## config.mk

```make
export PLATFORM = sky130hd
export DESIGN_NAME = feed_rc4
export DESIGN_NICKNAME = d
export VERILOG_FILES = /design/src/rtl/feed_rc4.sv
export SDC_FILE = /design/constraint.sdc
export NUM_CORES = 1
export LEC_CHECK = 0
export ABC_AREA = 1
export CAP_MARGIN = 20
export CORE_MARGIN = 2
export CORE_UTILIZATION = 58
export CTS_CLUSTER_DIAMETER = 150
export DETAILED_ROUTE_END_ITERATION = 10
export DONT_BUFFER_PORTS = 1
export PLACE_DENSITY_LB_ADDON = 0.3
export SYNTH_ARGS = -nofsm -noshare
export SYNTH_HDL_FRONTEND = slang
export SYNTH_SLANG_ARGS = --single-unit
```

## constraint.sdc

```tcl
create_clock -name clk -period 2.4 [get_ports clk]
set_input_delay 0.6 -clock clk [delete_from_list [all_inputs] [get_ports clk]]
set_output_delay 0.6 -clock clk [all_outputs]
set_load 0.005 [all_outputs]
```

## src/rtl/feed_rc4.sv

```systemverilog
// feed_rc4: writes a 64-bit word as 16 nibbles into the RC4 nibble scratch
// memory, then optionally reads every location back and flags the first
// location whose contents differ from the nibble that was written.
module feed_rc4 #(
  parameter int NIB_W = 4,
  parameter int DEPTH = 16,
  localparam int AW = $clog2(DEPTH)
) (
  input  logic                   clk,
  input  logic                   rst_n,
  input  logic                   start,
  input  logic [NIB_W*DEPTH-1:0] data_in,
  input  logic                   verify_en,
  output logic                   busy,
  output logic                   done,
  output logic                   err,
  output logic [AW-1:0]          bad_addr,
  output logic [AW-1:0]          addi,
  output logic [NIB_W-1:0]       in,
  output logic                   wr_1,
  output logic [AW-1:0]          addo,
  output logic                   rd_1,
  input  logic [NIB_W-1:0]       out
);

  typedef enum logic [2:0] {
    IDLE  = 3'd0,
    WRITE = 3'd1,
    READ  = 3'd2,
    FLUSH = 3'd3,
    DONE  = 3'd4
  } state_t;

  state_t                 state_q, state_d;
  logic [AW-1:0]          idx_q, idx_d;
  logic [NIB_W*DEPTH-1:0] data_q, data_d;
  logic                   verify_q, verify_d;
  logic                   err_q, err_d;
  logic [AW-1:0]          bad_addr_q, bad_addr_d;

  logic [NIB_W-1:0]       nib [DEPTH];
  logic [AW-1:0]          prev_idx;
  logic                   idx_last;
  logic                   cmp_valid;

  // Address 0 holds the most significant nibble of the latched word.
  for (genvar gi = 0; gi < DEPTH; gi++) begin : g_nib
    assign nib[gi] = data_q[NIB_W*(DEPTH-gi)-1 -: NIB_W];
  end

  // Read data arriving this cycle belongs to the address issued last cycle.
  assign prev_idx = idx_q - {{(AW-1){1'b0}}, 1'b1};
  assign idx_last = (idx_q == AW'(DEPTH-1));

  // State and datapath registers; reset clears everything at once.
  always_ff @(posedge clk or negedge rst_n) begin
    if (!rst_n) begin
      state_q    <= IDLE;
      idx_q      <= '0;
      data_q     <= '0;
      verify_q   <= 1'b0;
      err_q      <= 1'b0;
      bad_addr_q <= '0;
    end else begin
      state_q    <= state_d;
      idx_q      <= idx_d;
      data_q     <= data_d;
      verify_q   <= verify_d;
      err_q      <= err_d;
      bad_addr_q <= bad_addr_d;
    end
  end

  // Next-state, index sequencing and first-mismatch capture.
  always_comb begin
    state_d    = state_q;
    idx_d      = idx_q;
    data_d     = data_q;
    verify_d   = verify_q;
    err_d      = err_q;
    bad_addr_d = bad_addr_q;
    cmp_valid  = 1'b0;

    case (state_q)
      IDLE: begin
        if (start) begin
          data_d     = data_in;
          verify_d   = verify_en;
          err_d      = 1'b0;
          bad_addr_d = '0;
          idx_d      = '0;
          state_d    = WRITE;
        end
      end
      WRITE: begin
        idx_d = idx_last ? '0 : idx_q + {{(AW-1){1'b0}}, 1'b1};
        if (idx_last) begin
          state_d = verify_q ? READ : DONE;
        end
      end
      READ: begin
        idx_d     = idx_last ? '0 : idx_q + {{(AW-1){1'b0}}, 1'b1};
        cmp_valid = (idx_q != '0);
        if (idx_last) begin
          state_d = FLUSH;
        end
      end
      FLUSH: begin
        // idx has wrapped to 0, so prev_idx points at the last address.
        cmp_valid = 1'b1;
        state_d   = DONE;
      end
      DONE: begin
        state_d = IDLE;
      end
      default: begin
        state_d = IDLE;
      end
    endcase

    if (cmp_valid && !err_q && (out != nib[prev_idx])) begin
      err_d      = 1'b1;
      bad_addr_d = prev_idx;
    end
  end

  // Memory port and status outputs decode straight from the state register.
  assign busy     = (state_q == WRITE) || (state_q == READ) || (state_q == FLUSH);
  assign done     = (state_q == DONE);
  assign wr_1     = (state_q == WRITE);
  assign rd_1     = (state_q == READ);
  assign addi     = wr_1 ? idx_q : '0;
  assign in       = wr_1 ? nib[idx_q] : '0;
  assign addo     = rd_1 ? idx_q : '0;
  assign err      = err_q;
  assign bad_addr = bad_addr_q;

endmodule

```

==> Word-level counts from Yosys, hierarchy flattened <==
Cells that the tools add are included.
{ "totals": {"reg_bits": 77, "in_bits": 72, "out_inout_bits": 21, "elab_cells": 59} }
{ "op_classes": {"n_addsub": 2, "magnitude_cmp": 2, "eq_ne": 9, "n_mux": 23, "bitwise": 2, "n_reduce_logical": 15} }
{ "op_table": {"columns": ["cell", "count"], "rows": [
  ["$mux W4", 11],
  ["$bmux W4 S4", 2],
  ["$mux W3", 4],
  ["$pmux W3 S4", 1],
  ["$ge A5 B5 Y1 const B", 2],
  ["$not A4 Y5", 2],
  ["$pmux W4 S2", 1],
  ["$eq A3 B2 Y1 const B", 2],
  ["$reduce_and A2 Y1", 3],
  ["$reduce_bool A2 Y1", 3],
  ["$add A4 B1 Y4 const B", 1],
  ["$eq A4 B4 Y1 const B", 1],
  ["$ne A2 B1 Y1 const B", 2],
  ["$ne A4 B4 Y1", 1],
  ["$reduce_bool A4 Y1", 1],
  ["$sub A4 B1 Y4 const B", 1],
  ["$eq A3 B1 Y1 const B", 1],
  ["$eq A3 B3 Y1 const B", 1],
  ["$logic_not A3 Y1", 1],
  ["$mux W1", 3],
  ["$reduce_and A3 Y1", 1],
  ["$logic_and A1 B1 Y1", 2],
  ["$logic_or A1 B1 Y1", 2],
  ["$ne A2 B2 Y1 const B", 1],
  ["other kinds (3)", 3]
]} }

==> Logic depth before layout (Yosys ltp) <==
Gate-level depths: netlist of run 1.
{ "logic_depth": {"ltp_word": 9, "depth_mapped": 20, "ltp_nobuf": 17} }

==> Worst setup path after synthesis of run 1 <==
OpenSTA, ideal clock, no wires.
{ "synth_path": {"path_type": "register to register", "from": "reg idx_q[0]", "to": "reg bad_addr_q[0], in the netlist bad_addr[0]", "setup_time_ns": 0.118, "arrival_time_ns": 2.443, "slack_ns": -0.161, "path_stages_with_launch": 20, "n_path_buf": 5, "cell_sequence": "dfrtp_1 -> inv_2 -> buf_2 -> buf_2 -> buf_2 -> ha_1 -> buf_4 -> inv_2 -> buf_4 -> nand3_1 -> nand3_1 -> nand3_1 -> nand2_1 -> nand2_1 -> nand2_1 -> nor2_1 -> nand2_2 -> nand2_2 -> nand3_1 -> nand2_1"} }
{ "synth_between": {"elab_chain_cells": 9, "word_cells_on_any_way": 14} }
{ "synth_lines": {"columns": ["item", "line_no", "source"], "rows": [
  ["start, declared", "35", "logic [AW-1:0] idx_q, idx_d;"],
  ["start signal, assigned", "66", "idx_q <= idx_d;"],
  ["$sub A4 B1 Y4", "52", "assign prev_idx = idx_q - {{(AW-1){1'b0}}, 1'b1};"],
  ["$not A4 Y5 (not written as such)", "121", "if (cmp_valid && !err_q && (out != nib[prev_idx])) begin"],
  ["$bmux W4 S4", "121", null],
  ["$mux W4 (not written as such) (2 in series)", "121", null],
  ["$ne A4 B4 Y1", "121", null],
  ["$logic_and A1 B1 Y1", "121", null],
  ["$reduce_bool A2 Y1 (no source line)", null, null],
  ["$reduce_and A2 Y1 (no source line)", null, null],
  ["end signal, assigned", "70", "bad_addr_q <= bad_addr_d;"],
  ["end, declared", "39", "logic [AW-1:0] bad_addr_q, bad_addr_d;"]
]} }
Parallel ways exist; a longest one is shown, timed or not. The select of a mux whose other input is x is not followed.
A chain may end at the register's enable or synchronous reset.

==> Final worst setup path of run 1 <==
{ "layout_path": {"from": "reg idx_q[0]", "to": "out in[1]"} }
{ "layout_between": {"elab_chain_cells": 5} }
{ "layout_lines": {"columns": ["item", "line_no", "source"], "rows": [
  ["$not A4 Y5 (not written as such)", "133", "assign in = wr_1 ? nib[idx_q] : '0;"],
  ["$bmux W4 S4", "133", null],
  ["$mux W4 (not written as such) (2 in series)", "133", null],
  ["$mux W4", "133", null],
  ["end, declared", "19", "output logic [NIB_W-1:0] in,"]
]} }
Every way passes these cells. The select of a mux whose other input is x is not followed.

==> results of run 1 <==
-- timing repair --
item / CTS / global route
setup buffers: 2 / 8
resized for setup: 7 / 29
hold buffers: 1 / 0
pin swaps: 1 / 10
setup endpoints to repair: 4 / 7
cloned: 2 / 4
endpoints found under the hold margin: 77 / 0
-- cells by family (layout without fill, tap and decap cells) --
logic type | Yosys count | count (layout) | share of synthesized area, %
simple gates | 427 | 427 | 39.74
flops | 77 | 77 | 44.38
compound gates | 66 | 66 | 8.934
buf+inv | 58 | 63 | 6.167
fa+ha+maj | 2 | 2 | 0.5763
xor+xnor | 1 | 1 | 0.2018
other cells | 0 | 1 | 0
-- flip-flops by register name, summed over array words and instances (netlist names) --
signal / cells
bad_addr: 4
data_q: 64
err: 1
idx_q: 4
state_q: 3
verify_q: 1
-- metal layers --
| layer | track usage (%) | vias up | wire, um | part of all wire [%] |
|---|---|---|---|---|
| met4 | 10.90 | 0 | 407 | 3.3 |
| met3 | 8.180 | 42 | 1327 | 11 |
| met2 | 45.46 | 274 | 5561 | 45 |
| li1 | - | 2047 | - | - |
| met5 | 0 | - | 0 | 0 |
| met1 | 39.48 | 2021 | 4943 | 40 |
-- stage by stage --
| stage | util (%) | area, um^2 | power [mW] |
|---|---|---|---|
| after floorplan | - | 4370 | 5.381 |
| after global placement | 60.19 | 4365 | 6.094 |
| after detailed placement | 60.19 | 4365 | 6.219 |
| after CTS | 65.22 | 4731 | 7.605 |
| after global routing | 69.05 | 5009 | 8.872 |
| final | 69.09 | 5011 | 8.234 |
-- placed cells by master (no fill, tap or decap), drive strengths merged --
cell type,count
a2111oi,1
a21oi,2
a31oi,4
buf,21
bufbuf,2
bufinv,2
clkbuf,15
clkinv,4
clkinvlp,1
dfrtp,77
diode,1
ha,2
inv,18
nand2,303
nand3,69
nand3b,2
nand4,2
nor2,46
nor3,2
nor3b,1
nor4,2
o211ai,3
o21ai,36
o221ai,5
o22ai,13
o311ai,1
o31ai,1
xnor2,1
-- layout make-up --
type,count,area share [%]
multi-input combinational,496,44.44
clock inverter,5,1.648
timing repair buffer,27,8.165
antenna,1,0.04994
inverter,20,1.723
clock buffer,11,3.021
sequential,77,38.48
tap,99,2.472
-- worst paths after layout --
kind | startpoint | to | slack, ps | depth (start not counted)
min | rst_n | data_q[25] | 110 | 1
min reg2reg | data_q[53] | data_q[53] | 490 | 2
min in group clk | data_in[12] | data_q[12] | 350 | 2
max reg2reg | idx_q[0] | bad_addr[3] | 110 | 13
max | idx_q[0] | in[1] | -20 | 6
max in group asynchronous | rst_n | idx_q[0] | 1940 | 1
-- power by group --
group / switching [mW] / leakage (nW) / total, mW / internal [mW]
clock: 0.477 / 0.120 / 1.12 / 0.644
sequential: 0.615 / 0.961 / 2.52 / 1.91
combinational: 2.78 / 1.44 / 4.59 / 1.81
==> reports/results.tsv, run 1 <==
stage	metric	value	unit
clock_network	worst-case clock buffer depth	2	
worst_setup_path	CP Data Required Time	1800	ps
worst_setup_path	crit path launch type	register	
status	status	finished, violations left	
synth	Seq/Total Area, Yosys	44.38	%
detailed_routing	DRT iter0 DRCs	462	
timing	Final setup viols	1	
synth	synth warn	0	
floorplanning	die height	90.52	um
synth	Primary FF master, synth	dfrtp_1	
clock_network	CTS Buf Count	9	
clock_network	clk root buf	clkbuf_8	
synth	area fraction of the dominant cell type after synthesis	44.38	%
clock_network	clock sink count	77	
timing	hold slack	112.8	ps
timing	final worst slack	-22.88	ps
detailed_routing	Residual DRC	0	
clock_network	H-tree Lvls	3	
synth	Async SR Flop Fraction	100.0	%
worst_setup_path	WP buf/inv	2	
floorplanning	Core Box Area	0.007253	mm^2
run	max_cap viols	0	
timing	Relative slew margins	49.46	%
timing	setup TNS	-22.88	ps
worst_setup_path	CP delay by family, top	compound AO/OA/AOI/OAI gates	
timing	maximum clock frequency	412.7	MHz
placement	I/O Buffers	0	
synth	Net Count, Synth	705	
cells_and_area	layout cell share with drive strength beyond 1	11.01	%
grt	total track usage	29.35	%
timing	slew at the pin with the worst max-slew slack	751.1	ps
synth	Post-Syn Area per Cell	6.881	um^2
synth	cell area after synthesis	0.004342	mm^2
clock_network	CTS tree	built	
placement	RePlAce Congestion	0.9161	
detailed_routing	Via density	5.957	
worst_setup_path	max incr delay on CP	460	ps
synth	synthesized flop and latch total	77	
synth	Post-synth top cells	nand2_1, dfrtp_1, nand3_1	
placement	Place WS	204.1	ps
clock_network	Skew-Pair Late Insertion Delay	360	ps
detailed_routing	Detailed Route WL	12240	um
synth	cells after synthesis	631	
worst_setup_path	Worst Setup End Kind	primary output	
floorplanning	DIE AREA	0.008194	mm^2
grt	first-pass GRT wire length	19320	um
grt	initial antenna violation count	1	
grt	total gr overflow	0	
floorplanning	num ports	93	
cells_and_area	Sequential Area	0.001928	mm^2
min_path	HP Class	in2async	
timing	RSZ-0062 raised after global routing	true	
cells_and_area	Fill cells	605	
grt	vias in the first global route	3899	
cells_and_area	final instance count without filler cells	736	
clock_network	Reg clk slew, reported paths	80	ps
worst_setup_path	CP max-delay cell	dfrtp_2	
cells_and_area	nets@finish	705	
worst_setup_path	Crit Path Max Fanout	11	
detailed_routing	Routed Antenna Nets	0	
synth	Distinct cells, synth	29	
cells_and_area	multi-input logic area	0.002227	mm^2
worst_setup_path	critical path class	reg2out	
synth	Post-synth EDFFs	0	
timing	Period minus WS final	2423	ps
detailed_routing	total number of vias	4384	
worst_setup_path	cells along the critical path	clkinv_4, clkbuf_16, nor2_1, o22ai_1, nand2_1, a31oi_1	
synth	top post-synthesis cells by area	dfrtp_1, nand2_1, nand3_1	
status	failing checks	setup timing	
detailed_routing	WL/cell	16.63	um
floorplanning	die width	90.52	um
floorplanning	Initial Utilization	59.86	%
timing	Hold Vio Cnt, Final	0	
pwr	LEAKAGE	2.524	nW
placement	post-DP HPWL	7845	um
detailed_routing	TritonRoute pass-1 iters	5	
timing	fin. max-slew vios	0	
pwr	worst vdd ir	0.6280	mV
floorplanning	FP Rows	31	
timing	Clock Skew	5.744	ps
synth	most common cell in the netlist	nand2_1	
worst_setup_path	Worst Path Arrival	1820	ps
pwr	cell area power density	1643	mW/mm^2
timing	final worst path period share	101.0	%
synth	Synth area leader	dfrtp_1	
placement	DP Cell Count	701	
grt	largest net degree at the start of global routing	78	
cells_and_area	Area growth, synth to finish	15.42	%
(Power assumes the default switching activity.)
==> run 2, diff against run 1 <==
- CORE_UTILIZATION: 58 -> 46
- DONT_BUFFER_PORTS: 1 -> unset
- PLACE_DENSITY_LB_ADDON: 0.3 -> 0.25
==> reports/results.tsv, run 2 (synthesis results as in run 1) <==
stage	metric	value	unit
cells_and_area	layout cell share with drive strength beyond 1	14.11	%
worst_setup_path	crit path launch type	register	
pwr	combinational power share	60.0	%
grt	total gr overflow	0	
cells_and_area	Finished Core Util	66.30	%
worst_setup_path	max incr delay on CP	500	ps
placement	Place WS	-120.3	ps
cells_and_area	Area growth, synth to finish	40.43	%
worst_setup_path	CP Data Required Time	1800	ps
cells_and_area	final instance count without filler cells	862	
cells_and_area	commonest non-fill, non-tap cell in the layout	nand2_1	
detailed_routing	Routed Antenna Nets	0	
detailed_routing	Detailed Route WL	13280	um
floorplanning	die width	101.2	um
cells_and_area	Diodes inserted	0	
cells_and_area	most frequent cells in the layout	nand2_1, clkdlybuf4s50_1, dfrtp_1, nand3_1	
clock_network	H-tree Lvls	3	
placement	post-DP HPWL	9425	um
pwr	worst vdd ir	0.5958	mV
timing	final worst path period share	104.8	%
worst_setup_path	critical path class	reg2out	
worst_setup_path	Crit Path Max Fanout	7	
timing	slew at the pin with the worst max-slew slack	862.5	ps
grt	largest net degree at the start of global routing	78	
placement	RePlAce Congestion	0.9114	
clock_network	worst-case clock buffer depth	2	
floorplanning	DIE AREA	0.01023	mm^2
pwr	Net Sw Frac	46.07	%
cells_and_area	number of flip-flops in the largest register	64	
worst_setup_path	r2r worst-path depth	15	
grt	first-pass GRT wire length	21290	um
pwr	power share of the sequential group	28.0	%
clock_network	Reg clk slew, reported paths	80	ps
cells_and_area	nets@finish	822	
pwr	internal power	4.802	mW
pwr	cell area power density	1460	mW/mm^2
floorplanning	FP Rows	35	
cells_and_area	most flop-heavy register	data_q	
run	max_cap viols	0	
cells_and_area	post-route cell area	0.006097	mm^2
timing	Clock Skew	14.57	ps
detailed_routing	Residual DRC	0	
placement	I/O Buffers	92	
floorplanning	num ports	93	
timing	Relative slew margins	41.97	%
min_path	HP Class	in2async	
cells_and_area	Fill cells	817	
clock_network	clock sink count	77	
timing	Hold Vio Cnt, Final	0	
clock_network	CTS Buf Count	9	
pwr	LEAKAGE	3.104	nW
timing	Period minus WS final	2516	ps
detailed_routing	WL/cell	15.40	um
floorplanning	Core Box Area	0.009196	mm^2
worst_setup_path	Worst Setup End Kind	primary output	
timing	setup TNS	-338.9	ps
clock_network	CTS tree	built	
worst_setup_path	CP delay by family, top	flip-flops	
worst_setup_path	Worst Path Arrival	1920	ps
detailed_routing	DRT iter0 DRCs	227	
timing	hold slack	264.5	ps
worst_setup_path	CP max-delay cell	dfrtp_2	
clock_network	clk root buf	clkbuf_8	
worst_setup_path	WP buf/inv	3	
timing	maximum clock frequency	397.5	MHz
detailed_routing	total number of vias	4679	
detailed_routing	TritonRoute pass-1 iters	5	
detailed_routing	Via density	5.428	
placement	DP Area	0.005534	mm^2
floorplanning	die height	101.2	um
status	failing checks	setup timing	
timing	final worst slack	-116.0	ps
worst_setup_path	WP depth	7	
grt	initial antenna violation count	0	
pwr	Sw Pwr	4.101	mW
worst_setup_path	cells along the critical path	inv_6, buf_6, o21ai_0, o221ai_1, nand3_1, a31oi_1, buf_2	
pwr	Clk network pwr share	11.9	%
grt	total track usage	26.68	%
timing	RSZ-0062 raised after global routing	true	
timing	fin. max-slew vios	0	
status	status	finished, violations left	
clock_network	Skew-Pair Late Insertion Delay	360	ps
grt	vias in the first global route	4494	
timing	Final setup viols	4	
placement	DP Cell Count	830	
floorplanning	Initial Utilization	47.21	%
pwr	Power, Total	8.903	mW
clock_network	hold buffer count at cts	0	
run 2: worst paths after layout:
kind                                 start           to  slack (ps)
worst min-delay path                 rst_n   data_q[20]         260
worst max-delay path              idx_q[0]        in[3]        -120
worst min register to register  data_q[31]   data_q[31]         500
max in group asynchronous            rst_n   data_q[40]        1800
min in group clk                data_q[31]   data_q[31]         500
worst max register to register    idx_q[0]  bad_addr[3]          30
run 2: layer usage:
| layer | wire length [um] | share of wire, % | global-route usage [%] |
|---|---|---|---|
| met1 | 5691 | 43 | 33.92 |
| met2 | 6408 | 48 | 45.13 |
| met3 | 759 | 5.7 | 4.486 |
| met4 | 419 | 3.2 | 11.23 |
| met5 | 0 | 0 | 0 |
run 2: repair_timing:
item                                    in CTS  in global routing
endpoints found under the setup margin      18                 18
cloned                                       3                  0
setup buffers                                7                  8
pin swaps                                   13                  7
gates resized for setup                     54                 27
run 2: cell type report:
type                            count  area [um^2]  share of cell area [%]
Sequential cell                    77         1928                   31.62
Clock buffer                       10        127.6                   2.093
Multi-Input combinational cell    496         2261                   37.08
Clock inverter                      4        75.07                   1.231
Tap cell                          111        138.9                   2.278
Inverter                           20        87.58                   1.436
Timing Repair Buffer              144         1479                   24.26
run 2: power by group through the flow:
| stage | Clock (mW) | Sequential, mW | Combinational [mW] |
|---|---|---|---|
| detailed placement | 0 | 2.48 | 4.61 |
| global route | 1.14 | 2.57 | 5.86 |
| CTS | 1.08 | 2.49 | 5.02 |
| floorplan | 0 | 2.27 | 3.11 |
| global placement | 0 | 2.48 | 4.52 |
| finish | 1.06 | 2.50 | 5.34 |
==> run 3, diff against run 2 <==
- PLACE_DENSITY: unset -> 0.76
- PLACE_DENSITY_LB_ADDON: 0.25 -> unset
==> reports/results.tsv, run 3 (synthesis results as in run 1) <==
stage	metric	value	unit
status	status	finished, violations left	
status	failing checks	setup timing	
detailed_routing	Routed Antenna Nets	0	
pwr	power share of the sequential group	26.1	%
worst_setup_path	crit path launch type	register	
worst_setup_path	critical path class	reg2out	
worst_setup_path	r2r worst-path depth	19	
cells_and_area	Area growth, synth to finish	48.76	%
pwr	cell area power density	1493	mW/mm^2
timing	final worst path period share	107.6	%
floorplanning	FP Rows	35	
cells_and_area	layout cell share with drive strength beyond 1	19.01	%
timing	setup TNS	-542.3	ps
floorplanning	DIE AREA	0.01023	mm^2
placement	DP Cell Count	833	
cells_and_area	post-route cell area	0.006459	mm^2
min_path	HP Class	in2async	
timing	Period minus WS final	2582	ps
worst_setup_path	Crit. Startpoint	idx_q[0]	
placement	post-DP HPWL	9946	um
placement	I/O Buffers	92	
cells_and_area	Diodes inserted	0	
clock_network	Skew-Pair Late Insertion Delay	360	ps
clock_network	clock sink count	77	
worst_setup_path	Worst Setup End Kind	primary output	
grt	total track usage	29.36	%
pwr	worst vdd ir	0.6199	mV
grt	total gr overflow	0	
pwr	Sw Pwr	4.526	mW
detailed_routing	Detailed Route WL	14660	um
worst_setup_path	worst r2r src	idx_q[0]	
detailed_routing	TritonRoute pass-1 iters	4	
timing	Hold Vio Cnt, Final	0	
floorplanning	die height	101.2	um
cells_and_area	nets@finish	837	
clock_network	H-tree Lvls	3	
timing	maximum clock frequency	387.3	MHz
pwr	Clk network pwr share	9.5	%
detailed_routing	total number of vias	4889	
pwr	Power, Total	9.645	mW
clock_network	CTS tree	built	
pwr	combinational power share	64.4	%
floorplanning	Core Box Area	0.009196	mm^2
worst_setup_path	r2r endpoint	bad_addr[3]	
clock_network	worst-case clock buffer depth	2	
timing	Clock Skew	16.28	ps
worst_setup_path	Worst Path Arrival	1980	ps
clock_network	CTS Buf Count	9	
floorplanning	Initial Utilization	47.21	%
detailed_routing	DRT iter0 DRCs	315	
grt	largest net degree at the start of global routing	71	
cells_and_area	most frequent cells in the layout	nand2_1, clkdlybuf4s50_1, dfrtp_1, nand3_1, buf_4	
placement	RePlAce Congestion	0.9019	
worst_setup_path	R2R setup slack	80	ps
pwr	internal power	5.119	mW
pwr	LEAKAGE	3.239	nW
clock_network	clk root buf	clkbuf_8	
floorplanning	die width	101.2	um
cells_and_area	commonest non-fill, non-tap cell in the layout	nand2_1	
floorplanning	num ports	93	
run	max_cap viols	0	
worst_setup_path	WP depth	7	
cells_and_area	most flop-heavy register	data_q	
detailed_routing	Via density	5.562	
placement	DP Area	0.005607	mm^2
cells_and_area	number of flip-flops in the largest register	64	
clock_network	Reg clk slew, reported paths	90	ps
timing	Relative slew margins	38.00	%
timing	hold slack	150.6	ps
detailed_routing	Residual DRC	0	
clock_network	hold buffer count at cts	0	
worst_setup_path	CP max-delay cell	dfrtp_2	
worst_setup_path	CP Data Required Time	1800	ps
timing	fin. max-slew vios	0	
grt	initial antenna violation count	0	
worst_setup_path	WP buf/inv	3	
pwr	Net Sw Frac	46.93	%
timing	Final setup viols	4	
timing	slew at the pin with the worst max-slew slack	921.6	ps
worst_setup_path	max incr delay on CP	440	ps
worst_setup_path	cells along the critical path	buf_6, buf_12, o21ai_1, o22ai_2, o211ai_1, a31oi_2, buf_2	
detailed_routing	WL/cell	16.68	um
worst_setup_path	crit path to	in[1]	
grt	vias in the first global route	4745	
timing	RSZ-0062 raised after global routing	true	
timing	final worst slack	-182.2	ps
worst_setup_path	CP delay by family, top	compound AO/OA/AOI/OAI gates	
worst_setup_path	Crit Path Max Fanout	6	
grt	first-pass GRT wire length	23450	um
cells_and_area	final instance count without filler cells	879	
## run 3: cell types whose count changed in the layout (fill, tap and decap cells not counted), moves of 4 or more
cell	before	now
buf_12	9	13
o21ai_0	30	21
o21ai_2	1	5
o21ai_1	5	10
buf_6	3	7
buf_16	1	6
nor2_1	38	32
## run 3: layer usage
| layer | global-route usage, % | wire length (um) |
|---|---|---|
| met5 | 0 | 0 |
| met4 | 11.12 | 503 |
| met3 | 4.141 | 821 |
| met2 | 50.69 | 7309 |
| met1 | 37.46 | 6030 |
## run 3: how the worst min path moves through the flow
| stage | startpoint | endpoint | slack, ps |
|---|---|---|---|
| finish | rst_n | data_q[28] | 150 |
| global route | rst_n | data_q[27] | 180 |
| CTS | rst_n | data_q[16] | 160 |
| detailed placement | bad_addr[2] | bad_addr[2] | 490 |
| global placement | bad_addr[2] | bad_addr[2] | 490 |
| floorplan | rst_n | bad_addr[0] | 300 |
## run 3: layout make-up
type	instances	area (um^2)
Clock buffer	11	141.4
Clock inverter	5	36.28
Fill cell	774	2738
Inverter	20	90.09
Multi-Input combinational cell	496	2380
Sequential cell	77	1929
Tap cell	111	138.9
Timing Repair Buffer	159	1743
## run 3: repair_timing
item,CTS,global route
cloned,6,0
buffers inserted,15,9
endpoints found under the setup margin,19,18
pin swaps,23,13
resized for setup,63,58
## run 3: per-stage QoR
stage | setup WS (ps) | utilization [%]
after floorplan | 7.265 | -
after CTS | -99.61 | 67.24
after global routing | -208.6 | 70.23
after global placement | -52.90 | 60.97
final | -182.2 | 70.23
after detailed placement | -77.81 | 60.97
## run 3: power groups by stage
stage               Combinational (mW)  Sequential (mW)  Clock [mW]
floorplan                         3.11             2.27           0
global placement                  4.64             2.47           0
detailed placement                4.76             2.48           0
CTS                               5.57             2.48       0.934
global route                      6.76             2.59       0.992
finish                            6.21             2.52       0.917
